File: src/rtl/sentinel_key_presenter.sv
// Initiator for the Sentinel perimeter gate: presents the key, waits for the gate's
// VERIFIED display, retries with key withdrawal, and latches hard faults.
module sentinel_key_presenter #(
    parameter logic [7:0] KEY            = 8'hB6,
    parameter int         TIMEOUT_CYCLES = 16,
    parameter int         BACKOFF_CYCLES = 8,
    parameter int         MAX_RETRIES    = 3,
    parameter logic [7:0] SEG_LOCKED     = 8'hC7,
    parameter logic [7:0] SEG_VERIFIED   = 8'hC1,
    parameter logic [7:0] SEG_HARDLOCK   = 8'hC9
) (
    input  logic       clk,
    input  logic       rst_n,
    input  logic       start,
    input  logic       release_req,
    input  logic [7:0] seg_in,
    input  logic [7:0] glow_in,
    output logic [7:0] key_out,
    output logic       busy,
    output logic       granted,
    output logic       fault,
    output logic       lost,
    output logic [2:0] retry_cnt
);

    localparam int TMAX = (TIMEOUT_CYCLES > BACKOFF_CYCLES) ? TIMEOUT_CYCLES : BACKOFF_CYCLES;
    localparam int TW   = $clog2(TMAX);
    localparam logic [TW-1:0] TIMEOUT_LAST = TW'(TIMEOUT_CYCLES - 1);
    localparam logic [TW-1:0] BACKOFF_LAST = TW'(BACKOFF_CYCLES - 1);
    localparam logic [2:0]    RETRY_LIMIT  = 3'(MAX_RETRIES);
    // A gate whose LOCKED and VERIFIED codes coincide can never be trusted to grant.
    localparam bit CODES_DISTINCT = (SEG_VERIFIED != SEG_LOCKED);

    typedef enum logic [2:0] {
        S_IDLE    = 3'd0,
        S_PRESENT = 3'd1,
        S_BACKOFF = 3'd2,
        S_GRANTED = 3'd3,
        S_FAULT   = 3'd4
    } state_t;

    state_t        state, next_state;
    logic [TW-1:0] timer, next_timer;
    logic [2:0]    next_retry;
    logic          next_lost;
    logic [7:0]    next_key;
    logic          next_busy, next_granted, next_fault;

    logic verified, hardlock;
    assign verified = CODES_DISTINCT && (seg_in == SEG_VERIFIED) && (glow_in == 8'hFF);
    assign hardlock = (seg_in == SEG_HARDLOCK);

    always_ff @(posedge clk or negedge rst_n) begin
        if (!rst_n) begin
            state     <= S_IDLE;
            timer     <= '0;
            retry_cnt <= 3'd0;
            key_out   <= 8'h00;
            busy      <= 1'b0;
            granted   <= 1'b0;
            fault     <= 1'b0;
            lost      <= 1'b0;
        end else begin
            state     <= next_state;
            timer     <= next_timer;
            retry_cnt <= next_retry;
            key_out   <= next_key;
            busy      <= next_busy;
            granted   <= next_granted;
            fault     <= next_fault;
            lost      <= next_lost;
        end
    end

    always_comb begin
        next_state = state;
        next_timer = timer + 1'b1;
        next_retry = retry_cnt;
        next_lost  = 1'b0;
        case (state)
            S_IDLE: begin
                next_timer = '0;
                if (start) begin
                    next_state = S_PRESENT;
                    next_retry = 3'd0;
                end
            end
            S_PRESENT: begin
                if (hardlock)                 next_state = S_FAULT;
                else if (release_req)         next_state = S_IDLE;
                else if (verified)            next_state = S_GRANTED;
                else if (timer == TIMEOUT_LAST) begin
                    if (retry_cnt < RETRY_LIMIT) begin
                        next_state = S_BACKOFF;
                        next_timer = '0;
                    end else begin
                        next_state = S_FAULT;
                    end
                end
            end
            S_BACKOFF: begin
                if (hardlock)                 next_state = S_FAULT;
                else if (release_req)         next_state = S_IDLE;
                else if (timer == BACKOFF_LAST) begin
                    next_state = S_PRESENT;
                    next_timer = '0;
                    if (retry_cnt < RETRY_LIMIT) next_retry = retry_cnt + 3'd1;
                end
            end
            S_GRANTED: begin
                next_timer = '0;
                if (hardlock)                 next_state = S_FAULT;
                else if (release_req)         next_state = S_IDLE;
                else if (!verified) begin
                    next_state = S_IDLE;
                    next_lost  = 1'b1;
                end
            end
            S_FAULT: begin
                next_timer = '0;
            end
            default: begin
                next_state = S_FAULT;
                next_timer = '0;
            end
        endcase
    end

    // Outputs are decoded from the state being entered so they register alongside it.
    always_comb begin
        next_key     = 8'h00;
        next_busy    = 1'b0;
        next_granted = 1'b0;
        next_fault   = 1'b0;
        case (next_state)
            S_IDLE: ;
            S_PRESENT: begin
                next_key  = KEY;
                next_busy = 1'b1;
            end
            S_BACKOFF: next_busy = 1'b1;
            S_GRANTED: begin
                next_key     = KEY;
                next_granted = 1'b1;
            end
            default: next_fault = 1'b1;
        endcase
    end

endmodule

File: config.mk
export PLATFORM = sky130hd
export DESIGN_NAME = sentinel_key_presenter
export DESIGN_NICKNAME = d
export VERILOG_FILES = /design/src/rtl/sentinel_key_presenter.sv
export SDC_FILE = /design/constraint.sdc
export NUM_CORES = 1
export LEC_CHECK = 0
export ABC_AREA = 0
export CAP_MARGIN = 10
export CORE_MARGIN = 2
export CORE_UTILIZATION = 29
export CTS_BUF_LIST = sky130_fd_sc_hd__clkbuf_4
export DETAILED_ROUTE_END_ITERATION = 10
export SLEW_MARGIN = 0
export SYNTH_ARGS = -nofsm -noshare
export SYNTH_HDL_FRONTEND = slang
export SYNTH_SLANG_ARGS = --single-unit
File: constraint.sdc
create_clock -name clk -period 3.1 [get_ports clk]
set_clock_uncertainty 0.1 [all_clocks]
set_input_delay 0.62 -clock clk [delete_from_list [all_inputs] [get_ports clk]]
set_output_delay 0.62 -clock clk [all_outputs]
set_load 0.1 [all_outputs]
* Word level (Yosys, flattened, before mapping)
Cells that the tools add are included.
** Operators by class
- Add/sub/neg operators :: 2
- Magnitude comparators :: 1
- Equality and inequality tests :: 17
- Mux-type cells :: 36
- Reductions and logical operators :: 8
** Operators by type and width (count)
- $mux W3 :: 17
- $mux W4 :: 8
- $eq A8 B8 Y1 const B :: 3
- $pmux W3 S5 :: 1
- $eq A3 B2 Y1 const B :: 4
- $ne A2 B2 Y1 const B :: 5
- $mux W8 :: 1
- $pmux W4 S2 :: 1
- $mux W1 :: 7
- $eq A3 B1 Y1 const B :: 2
- $logic_not A3 Y1 :: 2
- $pmux W3 S2 :: 1
- $reduce_and A6 Y1 :: 1
- $add A4 B1 Y4 const B :: 1
- $eq A4 B3 Y1 const B :: 1
- $eq A4 B4 Y1 const B :: 1
- $reduce_or A2 Y1 :: 2
- $reduce_or A4 Y1 :: 1
- $add A3 B1 Y3 const B :: 1
- $eq A3 B3 Y1 const B :: 1
- $lt A3 B2 Y1 const B :: 1
- $reduce_bool A2 Y1 :: 1
- $logic_and A1 B1 Y1 :: 1
** Word-level totals
- Register bits :: 22
- Input bits :: 20
- Output and inout bits :: 15
- Logic and storage cells :: 72

* Longest topological paths before layout
Gate-level depths: netlist of the first run.
- Depth in word-level cells :: 10
- Gate-level depth with buffers :: 5

* Worst setup path before layout of the first run
No wires, ideal clock.
- Path kind :: reg2out
- From :: reg key_out[5] (netlist name)
- To :: out key_out[2]
- Data arrival time :: 1.374 ns
- Data required time :: 2.380 ns
- Setup slack :: 1.006 ns
- Cell stages (with the launch flop) :: 2
- Path through :: dfrtp_1 buf_4
** RTL lines
- to (decl) :: line 18 : output logic [7:0] key_out,

* Worst setup path after layout of the first run
- From :: in seg_in[2]
- To :: reg fault
** On the way
- Cells in the longest elaborated chain, start to end :: 9
- Elaborated cells on any way between the ends :: 17
** RTL lines
- from (decl) :: line 16 : input logic [7:0] seg_in,
- $eq A8 B8 Y1 :: line 50 : assign verified = CODES_DISTINCT && (seg_in == SEG_VERIFIED) && (glow_in == 8'hFF);
- $logic_and A1 B1 Y1 :: line 50
- $mux W3, on equally long branches :: line 114, 91
- $mux W3, on equally long branches :: line 113, 90
- $mux W3, on equally long branches :: line 112, 89
- $pmux W3 S5 (*) :: line 80 : case (state)
- $eq A3 B2 Y1, or another cell as far along :: line 135 : case (next_state)
- $reduce_or A4 Y1 (no source line) (*)
- $mux W1 (*) :: line 135
- net next_fault :: line 47 : logic next_busy, next_granted, next_fault;
- to (signal assigned) :: line 70 : fault <= next_fault;
- to (decl) :: line 21 : output logic fault,
Mark *: on every way through the listed nets, which the timed path passes. The rest lies on a longest branch.
A chain may end at the register's enable or synchronous reset.

==> results of run 1 <==
## layout make-up
type,instances,area [sq um],area share [%]
clock buffer,4,30.0,2.49
inverter,2,7.51,0.622
multi-input combinational,70,472,39.1
sequential,15,375,31.1
tap,33,41.3,3.42
timing repair buffer,31,280,23.2
## layout by cell type (no fill, tap or decap)
cell             count
clkdlybuf4s50_1     19
dfrtp_1             15
buf_4               12
a21oi_1              8
nand2_1              6
nor2_1               4
nand3_1              4
clkbuf_4             4
and3_1               3
nor2b_1              3
and4_1               3
conb_1               3
and4bb_2             2
nor3b_1              2
a21o_1               2
or3_1                2
inv_1                2
a32oi_1              2
xnor2_1              2
a22oi_1              2
o21ai_0              2
a31oi_1              2
ha_1                 2
nand4_1              1
o211a_1              1
or3b_4               1
or3b_1               1
o31ai_1              1
and2b_1              1
or4b_1               1
nor4b_1              1
nand3b_1             1
nor2_2               1
nor3_1               1
a2bb2oi_1            1
o311a_1              1
a211o_1              1
o221ai_1             1
a41oi_1              1
## sequential cells by signal (all words and copies together), names as in the netlist
signal     cells
busy           1
granted        1
key_out        1
retry_cnt      3
state          3
fault          1
lost           1
timer          4
## cell families after synthesis
| kind of cell | after synthesis |
|---|---|
| XOR/XNOR | 2 |
| buffers and inverters | 9 |
| AO/OA/AOI/OAI | 25 |
| flip-flops | 15 |
| AND/OR/NAND/NOR | 38 |
| other | 1 |
| adder cells (fa/ha/maj) | 2 |
## metal layers
layer	track usage, %	part of all wire, %	vias up
met4	4.76	0.81	0
met1	17.5	46	392
li1	-	-	400
met5	0	0	-
met2	21.1	46	24
met3	4.33	6.6	2
## power groups by stage
stage	combinational (uW)	sequential [uW]	clock [uW]
after floorplan	191	289	0
after global placement	299	238	0
after detailed placement	300	238	0
after CTS	301	234	128
after global routing	316	237	134
final	300	234	122
## worst paths after layout
path / to / slack (ps) / start
worst max-delay path: fault / 1110 / seg_in[2]
worst min-delay path: timer[0] / 370 / timer[0]
worst max register to register: retry_cnt[1] / 1480 / state[0]
worst min register to register: timer[0] / 370 / timer[0]
max in group asynchronous: retry_cnt[0] / 1820 / rst_n
min in group asynchronous: fault / 650 / rst_n
## worst max-delay path, cell delays in order
cell             delay, ps
clkdlybuf4s50_1        390
and4bb_2               350
and4_1                 270
a21oi_1                 90
or3_1                  340
## metrics by stage
| step | utilization [%] | std cells | hold WS [ps] | power [uW] | worst slack [ps] |
|---|---|---|---|---|---|
| 2_1_floorplan | - | 94 | 224 | 480 | 1010 |
| 3_3_place_gp | 39.2 | 151 | 360 | 537 | 815 |
| 3_5_place_dp | 39.2 | 151 | 353 | 538 | 803 |
| 4_1_cts | 40.2 | 155 | 372 | 663 | 1120 |
| 5_1_grt | 40.2 | 155 | 392 | 688 | 1050 |
| 6_report | 40.2 | 155 | 366 | 656 | 1110 |
==> results.tsv, run 1 <==
stage	metric	value	unit
outcome	status	finished clean	
sta	Max Transition Viols Final	0	
floorplanning	Starting Density	30.0	%
clock_tree	clock slew at reported path FFs	90	ps
pwr	Net Switching	304	uW
synthesis	Yosys Warn Count	0	
worst_setup_path	critical path endpoint category	register	
grt	Tot GR Track Use	13.5	%
sta	Worst Max-Slew Pin Slew	690	ps
grt	Overflow after GRT	0	
floorplanning	Die Wd	59.7	microns
sta	fmax	503	MHz
synthesis	multiplexer share of the synthesized area	0	%
synthesis	Seq/Total Area, Yosys	41.7	%
placement	Buffers on Ports	31	
clock_tree	CTS tree	done	
worst_setup_path	crit-path max FO	5	
job	max_cap viols	0	
synthesis	synth cell count leaders	dfrtp_1, a21oi_1, buf_4	
synthesis	biggest area consumer among synthesized cells	dfrtp_1	
drt	final wirelength	2110	microns
worst_setup_path	worst-case reg-to-reg path depth	3	
sta	Hold Vio Cnt, Final	0	
floorplanning	core footprint	3000	sq um
finish	Area Growth Syn to Fin	34.1	%
sta	Fin Setup TNS	0	ps
worst_setup_path	CP Launch Type	input port	
synthesis	Synth Area per Inst	9.78	sq um
placement	Post-DP HPWL	1690	microns
clock_tree	Post-CTS Setup Bufs	0	
grt	pin count of the biggest net entering global routing	16	
pwr	Net Sw Frac	46.3	%
sta	min Tclk post-route	1990	ps
pwr	worst vdd ir	0.197	mV
synthesis	Syn Inst Count	92	
sta	Tcrit/Tclk final	64.2	%
hold_path	hold path cells	1	
drt	Iter 0 DRT Violations	23	
clock_tree	post-CTS resize count	0	
sta	unrepaired setup endpoints after global routing	false	
clock_tree	hold_buf cts	0	
synthesis	Synth Area in Adders	2.78	%
finish	fill count	302	
sta	Final Setup Violations	0	
finish	layout cells sized above 1	16.4	%
worst_setup_path	Arr. time, crit path	2060	ps
floorplanning	die area	3560	sq um
clock_tree	Clk Latency, worst-skew pair	280	ps
synthesis	Synth Area in Simple Gates	27.3	%
pwr	Sequential Power Share	35.7	%
finish	Nets	145	
finish	# diodes	0	
synthesis	count leader, synth	dfrtp_1	
pwr	Leak Pwr	0.000568	uW
synthesis	main combinational cell family by area after synthesis	simple AND/OR/NAND/NOR gates	
worst_setup_path	critical path class	input port to register	
synthesis	top cells by area, synth	dfrtp_1, buf_4, a21oi_1	
hold_path	HP Class	register to register	
floorplanning	Ports	35	
synthesis	post-synthesis xor/xnor area fraction	1.95	%
synthesis	Synth cell types	37	
synthesis	Post-synth EDFFs	0	
sta	Rel. slew slack	53.9	%
grt	initial antenna violation count	0	
placement	placed cell areas	1180	sq um
drt	DR WL/cell	13.6	microns
drt	ANT nets after route	0	
finish	Design Area, Final	1210	sq um
floorplanning	die height	59.7	microns
floorplanning	row count	20	
clock_tree	CTS buffer count	3	
clock_tree	Clock Tree Buf Depth	2	
drt	vias	818	
grt	vias in the first global route	773	
synthesis	post-synthesis compound-gate area fraction	19.2	%
clock_tree	clock root buffer	clkbuf_4	
clock_tree	CTS Sinks	15	
synthesis	FFs w/ async S/R, synth	100	%
drt	Via density	5.28	
drt	Pre-antenna DRT Iters	4	
worst_setup_path	required time worst endpoint	3170	ps
clock_tree	CTS H-tree depth	1	
synthesis	Netlist Area Pre-Place	900	sq um
pwr	combinational power share	45.7	%
synthesis	post-synth top area share	41.7	%
drt	DRC errors left	0	
synthesis	ys flop type	dfrtp_1	
pwr	Clock Power Share	18.6	%
synthesis	FF+latch count, synth	15	
pwr	Power Density	544	nW/um^2
pwr	Int Power	352	uW
placement	routability cong.	0.739	
grt	first-pass GRT wire length	3630	microns
Power figures use the tool's default switching activity.
==> inputs of run 2 (changes only) <==
- clock period: 3.1 -> 1.6 ns (I/O delays scaled with it)
==> results.tsv, run 2 (synthesis gave the netlist of run 1 again) <==
stage	metric	value	unit
grt	most used routing layer	met2	
worst_setup_path	critical path endpoint category	register	
finish	fill count	282	
sta	min Tclk post-route	1580	ps
finish	top flop regs	timer x4, retry_cnt x3, state x3	
finish	commonest non-fill, non-tap cell in the layout	clkdlybuf4s50_1	
finish	Most flops, register	timer	
floorplanning	Ports	35	
drt	DR WL/cell	14.2	microns
placement	Cells after DPL	164	
finish	Nets	158	
drt	ANT nets after route	0	
finish	max reg flops	4	
placement	routability cong.	0.848	
worst_setup_path	crit-path max FO	4	
floorplanning	Die Wd	59.7	microns
drt	DRC errors left	0	
grt	grt met2 use	21.4	%
finish	commonest non-fill, non-tap cells in the layout	clkdlybuf4s50_1, buf_4, buf_12, dfrtp_1	
clock_tree	CTS Sinks	15	
worst_setup_path	CP Launch Type	input port	
clock_tree	CTS tree	done	
floorplanning	core footprint	3000	sq um
clock_tree	clock root buffer	clkbuf_4	
worst_setup_path	required time worst endpoint	1680	ps
drt	vias	891	
worst_setup_path	Arr. time, crit path	1660	ps
sta	Tcrit/Tclk final	98.7	%
floorplanning	row count	20	
grt	grt met1 use	17.9	%
drt	Pre-antenna DRT Iters	4	
worst_setup_path	critical path class	input port to register	
floorplanning	die area	3560	sq um
grt	initial antenna violation count	0	
placement	Post-DP HPWL	1830	microns
grt	pin count of the biggest net entering global routing	16	
grt	Tot GR Track Use	13.7	%
sta	Hold Vio Cnt, Final	0	
grt	Overflow after GRT	0	
grt	vias in the first global route	815	
finish	Layout Cells excl Fill	168	
drt	Via density	5.30	
sta	Max Transition Viols Final	0	
clock_tree	hold_buf cts	0	
clock_tree	CTS H-tree depth	1	
pwr	worst vdd ir	0.363	mV
drt	final wirelength	2390	microns
sta	Final Setup Violations	0	
clock_tree	Clk Latency, worst-skew pair	290	ps
grt	met3 Use GR	4.33	%
clock_tree	clock slew at reported path FFs	100	ps
clock_tree	Clock Tree Buf Depth	2	
finish	Area Growth Syn to Fin	68.2	%
sta	fmax	633	MHz
placement	placed cell areas	1430	sq um
placement	Buffers on Ports	31	
outcome	status	finished clean	
grt	first-pass GRT wire length	3680	microns
hold_path	HP Class	input port to async pin	
job	max_cap viols	0	
floorplanning	die height	59.7	microns
finish	layout cells sized above 1	37.0	%
pwr	Power Density	954	nW/um^2
clock_tree	CTS buffer count	3	
drt	Iter 0 DRT Violations	11	
finish	# diodes	0	
floorplanning	Starting Density	30.0	%
finish	Design Area, Final	1510	sq um
pwr	Leak Pwr	0.000675	uW
## run 2: cell types whose count changed in the layout (fill, tap and decap cells not counted), sizes merged
cell	before	now
clkbuf	4	3
clkinv	0	1
dlygate4sd2	0	3
clkdlybuf4s50	19	16
buf	12	25
## run 2: path summary, 6_finish.rpt
kind	endpoint	from	depth (start not counted)	slack, ps
setup / recovery	state[2]	seg_in[2]	5	20
hold / removal	fault	rst_n	2	250
setup reg to reg	state[2]	timer[0]	5	60
hold reg to reg	timer[0]	timer[0]	1	360
max in group asynchronous	state[1]	rst_n	2	940
min in group clk	timer[0]	timer[0]	1	360
## run 2: worst max-delay path, stage by stage
cell             delay (ps)
clkdlybuf4s50_1         390
and4bb_2                330
and4_4                  250
a21oi_2                  60
or3_1                   310
## run 2: final cells by class
| cell class | count | area [sq um] | area share [%] |
|---|---|---|---|
| clock inverter | 1 | 5.00 | 0.331 |
| tap | 33 | 41.3 | 2.73 |
| multi-input combinational | 70 | 531 | 35.1 |
| sequential | 15 | 382 | 25.2 |
| clock buffer | 3 | 22.5 | 1.49 |
| timing repair buffer | 44 | 524 | 34.7 |
| inverter | 2 | 7.51 | 0.496 |
## run 2: metal layers
layer	share of wire [%]	vias up
li1	-	426
met1	46	425
met2	43	37
met3	9.5	3
met4	0.88	0
met5	0	-
## run 2: timing repair
action / CTS / global route
endpoints found under the setup margin: 4 / 6
endpoints found under the hold margin: 0 / 0
setup buffers: 0 / 0
pin swaps: 5 / 8
gates resized for setup: 9 / 8
## run 2: where the power goes
part	internal, uW	total [uW]	leakage (uW)	switching (uW)
clock network	92.9	223	0.0000177	130
logic	292	748	0.000463	456
registers	418	472	0.000194	53.6
## run 2: metrics by stage
stage	power, uW	setup WS, ps	hold slack (ps)	TNS [ps]	utilization, %
2_1_floorplan	930	40.5	-75.6	0	-
3_3_place_gp	1190	-326	353	-3530	47.6
3_5_place_dp	1200	-396	351	-3780	47.6
4_1_cts	1440	0.564	245	0	49.5
5_1_grt	1510	-9.80	256	-21.2	50.4
6_report	1440	20.7	254	0	50.4
